File: src/rtl/pe_pkg.sv
// Shared PE definitions: operand geometry, accumulate-mode encodings
// and the feeder state enum.
package pe_pkg;

    localparam int DW   = 8;
    localparam int TAPS = 9;

    localparam logic [1:0] MODE_IDLE = 2'b00;
    localparam logic [1:0] MODE_ACC  = 2'b01;

    typedef enum logic [1:0] {
        ST_IDLE,
        ST_FEED,
        ST_WAIT,
        ST_HOLD
    } feed_state_t;

endpackage

File: src/rtl/pe_feeder_wdog.sv
// WAIT-state watchdog: counts enabled cycles, flags the TIMEOUT-th one.
// Built only when PE_FEEDER_TIMEOUT_EN is defined.
module pe_feeder_wdog #(
    parameter int TIMEOUT = 16
) (
    input  logic clk,
    input  logic rst,
    input  logic start,
    input  logic clear,
    output logic expired
);

    localparam int CW = (TIMEOUT > 1) ? $clog2(TIMEOUT) : 1;

    logic [CW-1:0] cnt;

    // expired is high during the TIMEOUT-th enabled cycle
    assign expired = start && (cnt == CW'(TIMEOUT - 1));

    always_ff @(posedge clk or posedge rst) begin
        if (rst) begin
            cnt <= '0;
        end else if (clear) begin
            cnt <= '0;
        end else if (start && !expired) begin
            cnt <= cnt + 1'b1;
        end
    end

endmodule

File: src/rtl/pe_feeder.sv
// Streams a 3x3 window/filter pair into a PE tap by tap and holds the result.
// Optional WAIT timeout enabled by defining PE_FEEDER_TIMEOUT_EN.
module pe_feeder
    import pe_pkg::*;
#(
    parameter int DW      = pe_pkg::DW,
    parameter int TAPS    = pe_pkg::TAPS,
    parameter int TIMEOUT = 16
) (
    input  logic              clk,
    input  logic              rst,
    input  logic              in_valid,
    output logic              in_ready,
    input  logic [TAPS*DW-1:0] win_data,
    input  logic [TAPS*DW-1:0] flt_data,
    output logic [DW-1:0]     pe_in,
    output logic [DW-1:0]     pe_filter,
    output logic [1:0]        mode_o,
    input  logic [DW-1:0]     pe_out,
    input  logic              single_count_9,
    output logic              res_valid,
    input  logic              res_ready,
    output logic [DW-1:0]     res_data,
    output logic              err
);

    localparam int KW = (TAPS > 1) ? $clog2(TAPS) : 1;

    feed_state_t         state;
    logic [KW-1:0]       k;
    logic [KW-1:0]       k_next;
    logic [TAPS*DW-1:0]  win_r;
    logic [TAPS*DW-1:0]  flt_r;
    logic                last_tap;
    logic                wd_expired;

    assign in_ready = (state == ST_IDLE) && !rst;
    assign k_next   = k + 1'b1;
    assign last_tap = (k == KW'(TAPS - 1));

`ifdef PE_FEEDER_TIMEOUT_EN
    pe_feeder_wdog #(
        .TIMEOUT (TIMEOUT)
    ) u_wdog (
        .clk     (clk),
        .rst     (rst),
        .start   (state == ST_WAIT),
        .clear   (state != ST_WAIT),
        .expired (wd_expired)
    );
`else
    logic unused_timeout;

    assign wd_expired     = 1'b0;
    assign unused_timeout = (TIMEOUT != 0) || wd_expired;
    assign err            = 1'b0;
`endif

    always_ff @(posedge clk or posedge rst) begin
        if (rst) begin
            state     <= ST_IDLE;
            k         <= '0;
            win_r     <= '0;
            flt_r     <= '0;
            pe_in     <= '0;
            pe_filter <= '0;
            mode_o    <= MODE_IDLE;
            res_valid <= 1'b0;
            res_data  <= '0;
`ifdef PE_FEEDER_TIMEOUT_EN
            err       <= 1'b0;
`endif
        end else begin
            unique case (state)
                ST_IDLE: begin
                    if (in_valid && in_ready) begin
                        // tap 0 goes out straight from the input bus
                        win_r     <= win_data;
                        flt_r     <= flt_data;
                        k         <= '0;
                        pe_in     <= win_data[DW-1:0];
                        pe_filter <= flt_data[DW-1:0];
                        mode_o    <= MODE_ACC;
                        state     <= ST_FEED;
                    end
                end
                ST_FEED: begin
                    if (last_tap) begin
                        pe_in     <= '0;
                        pe_filter <= '0;
                        state     <= ST_WAIT;
                    end else begin
                        k         <= k_next;
                        pe_in     <= win_r[DW*k_next +: DW];
                        pe_filter <= flt_r[DW*k_next +: DW];
                    end
                end
                ST_WAIT: begin
                    if (single_count_9) begin
                        res_data  <= pe_out;
                        res_valid <= 1'b1;
                        mode_o    <= MODE_IDLE;
                        state     <= ST_HOLD;
`ifdef PE_FEEDER_TIMEOUT_EN
                        err       <= 1'b0;
                    end else if (wd_expired) begin
                        res_data  <= '0;
                        err       <= 1'b1;
                        res_valid <= 1'b1;
                        mode_o    <= MODE_IDLE;
                        state     <= ST_HOLD;
`endif
                    end
                end
                ST_HOLD: begin
                    if (res_ready) begin
                        res_valid <= 1'b0;
                        k         <= '0;
                        state     <= ST_IDLE;
                    end
                end
                default: begin
                    state <= ST_IDLE;
                end
            endcase
        end
    end

endmodule

File: config.mk
export PLATFORM = sky130hd
export DESIGN_NAME = pe_feeder
export DESIGN_NICKNAME = d
export VERILOG_FILES = /design/src/rtl/pe_pkg.sv /design/src/rtl/pe_feeder_wdog.sv /design/src/rtl/pe_feeder.sv
export SDC_FILE = /design/constraint.sdc
export NUM_CORES = 1
export LEC_CHECK = 0
export BUFFER_PORTS_ARGS = -buffer_cell sky130_fd_sc_hd__buf_4
export CAP_MARGIN = 20
export CORE_MARGIN = 2
export CORE_UTILIZATION = 55
export CTS_CLUSTER_DIAMETER = 100
export DETAILED_ROUTE_END_ITERATION = 10
export PLACE_DENSITY = 0.78
export RECOVER_POWER = 25
export SLEW_MARGIN = 10
export SYNTH_ARGS = -nofsm -noshare
export SYNTH_HDL_FRONTEND = slang
export SYNTH_SLANG_ARGS = --single-unit
export TNS_END_PERCENT = 5
File: constraint.sdc
create_clock -name clk -period 8.1 [get_ports clk]
set_input_delay 1.215 -clock clk [delete_from_list [all_inputs] [get_ports clk]]
set_output_delay 1.215 -clock clk [all_outputs]
set_load 0.05 [all_outputs]
---- Yosys cells after proc, flatten, opt, wreduce, memory -nomap -nowiden ----
Cells that the tools add are included.
word-level totals
  flip-flop bits (word level) ............. 177
  bits in latches ......................... 0
  RAM bits ................................ 0
  memory bits (read-only) ................. 0
  input port bits ......................... 157
  output and inout port bits .............. 29
  logic and storage cells ................. 56
  memories kept ........................... 0
operators by class
  add/subtract/negate cells ............... 1
  multiply operators ...................... 0
  div/mod/pow operators ................... 0
  $lt $le $gt $ge ......................... 0
  equality and inequality tests ........... 9
  shifts and indexed selects .............. 2
  multiplexer cells ....................... 20
  bitwise logic cells ..................... 0
  reduce and logical (&&, ||, !) cells .... 15
operators by type and width
  kind                                                                      count
  72-bit by 8-bit indexed part select with 8-bit output                     2
  8-bit 2-to-1 mux                                                          4
  8-bit one-hot mux with 2 select lines                                     2
  4-bit 2-to-1 mux                                                          3
  4-bit one-hot mux with 3 select lines                                     1
  2-bit 2-to-1 mux                                                          5
  2-bit inequality test (second input constant)                             4
  2-bit one-hot mux with 4 select lines                                     1
  4-bit AND reduction                                                       2
  2-bit AND reduction                                                       3
  3-bit AND reduction                                                       2
  2-bit nonzero test                                                        3
  4-bit by 1-bit adder with 4-bit output (second input constant)            1
  2-bit equality test (second input constant)                               2
  4-bit equality test (second input constant)                               1
  2-bit one-hot mux with 2 select lines                                     1
  3-bit nonzero test                                                        1
  2-bit by 1-bit equality test with 1-bit output (second input constant)    1
  1-bit logical AND                                                         2
  2-bit zero test                                                           1
  1-bit 2-to-1 mux                                                          2
  2-bit by 1-bit inequality test with 1-bit output (second input constant)  1
  1-bit one-hot mux with 2 select lines                                     1
  1-bit zero test                                                           1

---- Depth between registers and ports, before layout ----
Gate-level depths: netlist of run 1.
  word-level depth ........................ 5
  mapped depth ............................ 8
  gate-level depth less buffers ........... 6

---- Worst setup path after synthesis of run 1 ----
OpenSTA, ideal clock, no wires.
  path kind ............................... input-to-reg
  start point ............................. input port rst
  end point ............................... register pe_filter[0]
  setup time .............................. 134 ps
  arrival ................................. 6,004 ps
  data required time ...................... 7,966 ps
  slack ................................... 1,961 ps
  stages on the path ...................... 5
  buffers on the path ..................... 1
  cells stage by stage .................... inv_1 a21oi_1 clkbuf_1 a22oi_1 o221ai_2
on the way
  cells in the longest elaborated chain, start to end .. 5
RTL lines
  what                                                        line             RTL
  from (decl)                                                 pe_feeder.sv:11  input logic rst,
  1-bit zero test (no line)                                   n/a
  1-bit logical AND                                           pe_feeder.sv:37  assign in_ready = (state == ST_IDLE) && !rst;
  1-bit logical AND                                           pe_feeder.sv:76  if (in_valid && in_ready) begin
  2-bit by 1-bit inequality test with 1-bit output (no line)  n/a
  2-bit AND reduction (no line)                               n/a
  to (signal assigned)                                        pe_feeder.sv:82  pe_filter <= flt_data[DW-1:0];
  to (signal assigned)                                        pe_feeder.sv:95  pe_filter <= flt_r[DW*k_next +: DW];
  to (decl)                                                   pe_feeder.sv:17  output logic [DW-1:0] pe_filter,
No other way between the ends.
A chain may end at the register's enable or synchronous reset.

---- Worst setup path in the final report of run 1 ----
  start point ............................. register state[0]
  end point ............................... output port in_ready
on the way
  cells in the longest elaborated chain, start to end .. 2
RTL lines
  what                    line             RTL
  from (decl)             pe_feeder.sv:29  feed_state_t state;
  from (signal assigned)  pe_feeder.sv:61  state <= ST_IDLE;
  from (signal assigned)  pe_feeder.sv:84  state <= ST_FEED;
  from (signal assigned)  pe_feeder.sv:91  state <= ST_WAIT;
  2-bit zero test         pe_feeder.sv:37
  1-bit logical AND       pe_feeder.sv:37
  to (decl)               pe_feeder.sv:13  output logic in_ready,
No other way between the ends.

==> flow_summary_export.csv, run 1 <==
group,metric,value,unit
setup_path,path_cells,"inv_1 > ha_1 > inv_1 > nor2_1 > buf_4",
final_layout,antenna_cells,0,
final_layout,final_nets,1244,
grt,antenna_found_initial,0,
timing,fin_crit,3.525,ns
synthesis,ys_warn_count,0,
clock_network,cts_sinks,176,
setup_path,cp_slowest_cell,"ha_1",
timing,timing_worst_slew_pin_value,1.091,ns
die,die_h,127.7,um
placement,globalplace.congestion,0.8656,
die,dieArea,16320,sq um
die,initial_core_util,0.5581,
timing,final_max_slew_viol_count,0,
synthesis,synth_flop_cell,"dfrtp_1",
clock_network,cts_buffer_depth,2,
setup_path,cpPeakStageDelay,0.51,ns
synthesis,synth_edf_count,0,
outcome,status,"completed",
clock_network,hold_buffers,0,
timing,hold_viol,0,
grt,grt_pass1_wl,35780,um
drt,drc,0,
drt,drtAntennaViolNets,0,
drt,detail_route.wl_per_cell,17.85,um
timing,fin_skew,0.006189,ns
drt,vias_per_cell,5.667,
placement,dp_hpwl,15320,um
setup_path,crit_required,6.88,ns
setup_path,crit_path_end_kind,"primary output",
placement,place_area,9873,sq um
grt,grt_pass1_vias,6804,
timing,rsz0062_at_grt,"no",
setup_path,critical_path.top_delay_family,"buffers and inverters",
power,p_leak,5.389,nW
clock_network,post_cts_buffers,0,
clock_network,ctsResizeCount,0,
final_layout,final_area,10500,sq um
power,powerDensity,407.4,nW/um^2
drt,wl,22870,um
die,core,15090,sq um
synthesis,ys_seq_area_frac,0.5230,
clock_network,clk_latency,0.43,ns
setup_path,critPathBufInv,3,
setup_path,crit_top_cell,"inv_1",
die,placement_rows,45,
grt,grt_max_degree,96,
setup_path,crit_type,"reg -> out",
clock_network,htreeDepth,4,
timing,max_freq,283.7,MHz
synthesis,ys_async_sr_fraction,1.000,
clock_network,path_clk_slew,0.06,ns
run,maxCapViolations,0,
final_layout,syn_to_final_growth,24.69,%
synthesis,netlist_instances,928,
timing,slew_headroom,0.2725,
clock_network,numCtsBuffers,17,
synthesis,syn_avg_cell_area,9.075,sq um
synthesis,ys_types,44,
timing,period_share,0.4352,
setup_path,cp.arrival,2.31,ns
setup_path,path_max_fanout,14,
synthesis,ys_seq_elements,176,
clock_network,clock-root-buffer,"clkbuf_16",
power,finalPower,4.278,mW
timing,fin_setup_tns,0,ns
drt,dr.pass1.iters,6,
clock_network,cts_tree,"yes",
final_layout,finish.utilization,0.6959,
setup_path,startpoint_type,"flip-flop",
drt,drt_iter0_markers,777,
timing,setup_viol,0,
placement,port_buffers,183,
final_layout,drive_gt1_frac,0.2379,
die,ioPinCount,186,
die,die_width,127.7,um
synthesis,syn_area,8422,sq um
hold_path,hp-class,"reg -> reg",
grt,grt-ovfl-total,0,
drt,route.vias.total,7259,
grt,grtUsageTotal,0.2861,
power,irDropWorstVdd,0.2069,mV
==> worst register-to-register path: cells and delay by family, from the launching register on <==
family | cells | cell delay, ns
and+or+nand+nor | 2 | 0.70
adders and majority gates | 1 | 1.10
buffers and inverters | 1 | 0.33
DFF | 1 | 0.87
AOI/OAI and AO/OA | 1 | 0.23
==> path summary, 6_finish.rpt <==
kind | endpoint | from | slack [ns] | cells after the start
worst max-delay path | in_ready | state[0] | 4.58 | 5
max in group asynchronous | pe_filter[7] | rst | 5.89 | 4
worst min register to register | win_r[38] | win_r[38] | 0.48 | 2
worst min-delay path | win_r[38] | win_r[38] | 0.48 | 2
worst max register to register | pe_in[1] | k[0] | 4.73 | 5
min in group asynchronous | k[1] | rst | 1.01 | 2
==> state kept, by name (all words and copies together) (netlist names) <==
signal / flops
flt_r: 72
win_r: 72
pe_filter: 8
pe_in: 8
res_data: 8
k: 4
state: 2
mode_o: 1
res_valid: 1
==> layout by cell type, fill, tap and decap left out, drive strengths merged, types with 12 or more instances in the layout <==
cell type,n
a221o,16
a22o,17
a22oi,12
buf,190
clkbuf,20
dfrtp,176
inv,13
mux2,23
mux2i,50
nand2,439
nand3,19
o21ai,20
o221ai,27
==> kinds of logic (layout without fill, tap and decap cells) <==
| family | count (synthesis) | in the layout | synth area share |
|---|---|---|---|
| mux | 73 | 73 | 0.09018 |
| flops | 176 | 176 | 0.5230 |
| xor+xnor | 3 | 3 | 0.004012 |
| simple gates | 485 | 485 | 0.2272 |
| other cells | 1 | 2 | 0.0004453 |
| fa+ha+maj | 7 | 7 | 0.01040 |
| buf+inv | 69 | 233 | 0.03417 |
| compound gates | 114 | 114 | 0.1107 |
==> cells in the mapped netlist, types with 2 or more instances <==
cell       count  area share
mux2i_1       50       0.059
o21ai_1        2      0.0012
mux2_2        23       0.031
nand3b_1       2      0.0018
a32oi_1        2      0.0021
clkbuf_1      42       0.019
o221ai_1      20       0.021
o22ai_1        4      0.0030
nor2b_1        3      0.0022
nor2_1        10      0.0045
nand2b_1       5      0.0037
o221ai_2       7       0.012
o2bb2ai_1      3      0.0031
dfrtp_1      176        0.52
buf_4          2      0.0018
a31oi_1        5      0.0037
buf_2         11      0.0065
a22oi_1       12       0.011
a221o_1       16       0.019
nand2_1      439        0.20
nand3_1       19       0.011
inv_1          8      0.0036
o21ai_0       18       0.011
a22o_1        17       0.018
a21oi_1        4      0.0024
ha_1           7       0.010
buf_1          4      0.0018
==> per-layer routing <==
layer,wire (um),up-vias,track usage
li1,-,3407,-
met1,10310,3478,0.4236
met2,10160,339,0.4143
met3,1947,35,0.06720
met4,459,0,0.1047
met5,0,-,0
==> per-stage QoR <==
step | cells | hold WS [ns] | setup WS [ns]
after floorplan | 929 | 0.4393 | 1.961
after global placement | 1247 | 0.4555 | 4.663
after detailed placement | 1248 | 0.4590 | 4.624
after CTS | 1280 | 0.4764 | 4.582
after global routing | 1281 | 0.4937 | 4.454
final | 1281 | 0.4753 | 4.575
==> area by class of cell <==
cell class | instances | area, sq um
clock buffers | 18 | 429.2
clock inverters | 14 | 178.9
flip-flops and latches | 176 | 4404
inverters | 9 | 38.79
multi-input cells | 684 | 3754
well taps | 188 | 235.2
repair buffers | 192 | 1461
fillers | 1227 | 4588
==> where the power goes <==
part / total (mW) / internal, mW / switching, mW
logic: 1.87 / 0.729 / 1.14
registers: 1.56 / 1.28 / 0.283
clock network: 0.845 / 0.490 / 0.355
(Power assumes the default switching activity.)
==> run 2: changes to the inputs <==
==> constraint.sdc (replaced) <==
create_clock -name clk -period 3.6 [get_ports clk]
set_input_delay 0.54 -clock clk [delete_from_list [all_inputs] [get_ports clk]]
set_output_delay 0.54 -clock clk [all_outputs]
set_load 0.05 [all_outputs]
==> run 2 against run 1 <==
  * Highest routed layer unchanged
  * Largest power group unchanged
  * Sequential share of layout area is essentially flat
  * Clock power grew 120%
  * Global-route usage grew 0.11 points
  * Final cell count grew 0.23%
  * Flip-flop and latch count is the same
  * Worst hold slack lost 0.19 ns
  * Via count shrank 1.1%
  * The flow now finishes with violations (max-capacitance violations, max-slew violations)
==> flow_summary_export.csv, run 2 (synthesized netlist as in run 1, its figures left out) <==
group,metric,value,unit
placement,port_buffers,183,
timing,fin_skew,0.01003,ns
grt,grt_pass1_wl,35980,um
timing,hold_viol,0,
clock_network,htreeDepth,4,
grt,grt_pass1_vias,6776,
grt,antenna_found_initial,0,
setup_path,critPathBufInv,3,
drt,dr.pass1.iters,5,
setup_path,crit_top_cell,"inv_1",
clock_network,cts_tree,"yes",
setup_path,cp.arrival,2.26,ns
outcome,status,"complete, but fails checks",
setup_path,crit_required,3.06,ns
drt,detail_route.wl_per_cell,17.55,um
placement,place_area,9932,sq um
final_layout,final_common_cell,"nand2_1",
grt,grtUsageTotal,0.2872,
setup_path,startpoint_type,"flip-flop",
timing,period_share,0.7772,
die,die_width,127.7,um
clock_network,numCtsBuffers,17,
clock_network,cts_sinks,176,
final_layout,finish.utilization,0.6960,
power,powerDensity,910.9,nW/um^2
clock_network,ctsResizeCount,0,
clock_network,cts_buffer_depth,2,
clock_network,clock-root-buffer,"clkbuf_16",
placement,pre_cts_ws,0.9595,ns
grt,grt_max_degree,177,
die,initial_core_util,0.5581,
drt,drc,0,
grt,grt-ovfl-total,0,
setup_path,path_cells,"inv_1 > ha_1 > inv_1 > nor2_1 > buf_4",
final_layout,final_nets,1247,
final_layout,final_cell_mix,"439 x nand2_1, 191 x buf_4, 176 x dfrtp_1",
setup_path,r2r-start,"k[1]",
timing,fin_crit,2.798,ns
setup_path,crit_path_end_kind,"primary output",
hold_path,hp-start,"win_data[35]",
setup_path,critical_path.top_delay_family,"buffers and inverters",
clock_network,path_clk_slew,0.07,ns
die,die_h,127.7,um
timing,rsz0062_at_grt,"no",
final_layout,drive_gt1_frac,0.2400,
power,p_leak,5.400,nW
run,maxCapViolations,1,
die,dieArea,16320,sq um
placement,dp.cells,1252,
setup_path,cp_slowest_cell,"ha_1",
die,ioPinCount,186,
setup_path,crit_type,"reg -> out",
die,core,15090,sq um
setup_path,cpPeakStageDelay,0.46,ns
timing,timing_worst_slew_pin_value,2.329,ns
drt,wl,22530,um
final_layout,syn_to_final_growth,24.71,%
outcome,violations,"max-capacitance violations, max-slew violations",
timing,final_max_slew_viol_count,177,
clock_network,hold_buffers,0,
setup_path,startpoint,"state[0]",
hold_path,hp-class,"in -> reg",
timing,fin_ws,0.8022,ns
setup_path,path_max_fanout,14,
drt,drtAntennaViolNets,0,
final_layout,antenna_cells,0,
drt,vias_per_cell,5.590,
final_layout,instances_no_fill,1284,
power,finalPower,9.566,mW
drt,drt_iter0_markers,676,
clock_network,clk_latency,0.44,ns
placement,globalplace.congestion,0.8897,
clock_network,post_cts_buffers,0,
placement,dp_hpwl,15480,um
timing,setup_viol,0,
timing,slew_headroom,-0.5523,
timing,max_freq,357.4,MHz
power,irDropWorstVdd,0.5542,mV
final_layout,final_area,10500,sq um
drt,route.vias.total,7177,
final_layout,reg.largest.list,"flt_r x72, win_r x72",
die,placement_rows,45,
[run 2: tightest hold or removal path: stages]
cell	delay (ns)
buf_4	0.08
nand2_1	0.04
nand2_1	0.04
[run 2: power breakdown]
| part | internal, mW | switching, mW | total (mW) |
|---|---|---|---|
| clock | 1.04 | 0.811 | 1.85 |
| combinational | 1.65 | 2.55 | 4.20 |
| sequential | 2.89 | 0.632 | 3.52 |
[run 2: path summary, 6_finish.rpt]
path,endpoint,slack (ns),depth (start not counted)
setup reg to reg,pe_in[3],0.92,6
hold / removal,win_r[35],0.28,3
max in group asynchronous,flt_r[68],1.11,3
min in group asynchronous,win_r[0],1.07,3
setup / recovery,in_ready,0.80,5
hold reg to reg,flt_r[0],0.48,2
[run 2: layout make-up]
cell class / instances / area, sq um
clock buffers: 19 / 432.9
clock inverters: 13 / 156.4
fillers: 1190 / 4587
inverters: 9 / 35.03
multi-input cells: 684 / 3754
flip-flops and latches: 176 / 4404
well taps: 188 / 235.2
repair buffers: 195 / 1485
[run 2: metrics by stage]
step / hold WS (ns) / setup TNS, ns
floorplan: 0.4393 / -7.702
global placement: 0.4540 / 0
detailed placement: 0.4592 / 0
CTS: 0.2700 / 0
global route: 0.2746 / 0
finish: 0.2833 / 0
[run 2: routing by layer]
layer	wire [um]	vias up	global-route usage
li1	-	3418	-
met1	10510	3413	0.4374
met2	9857	299	0.4020
met3	1680	47	0.07387
met4	478	0	0.09438
met5	0	-	0
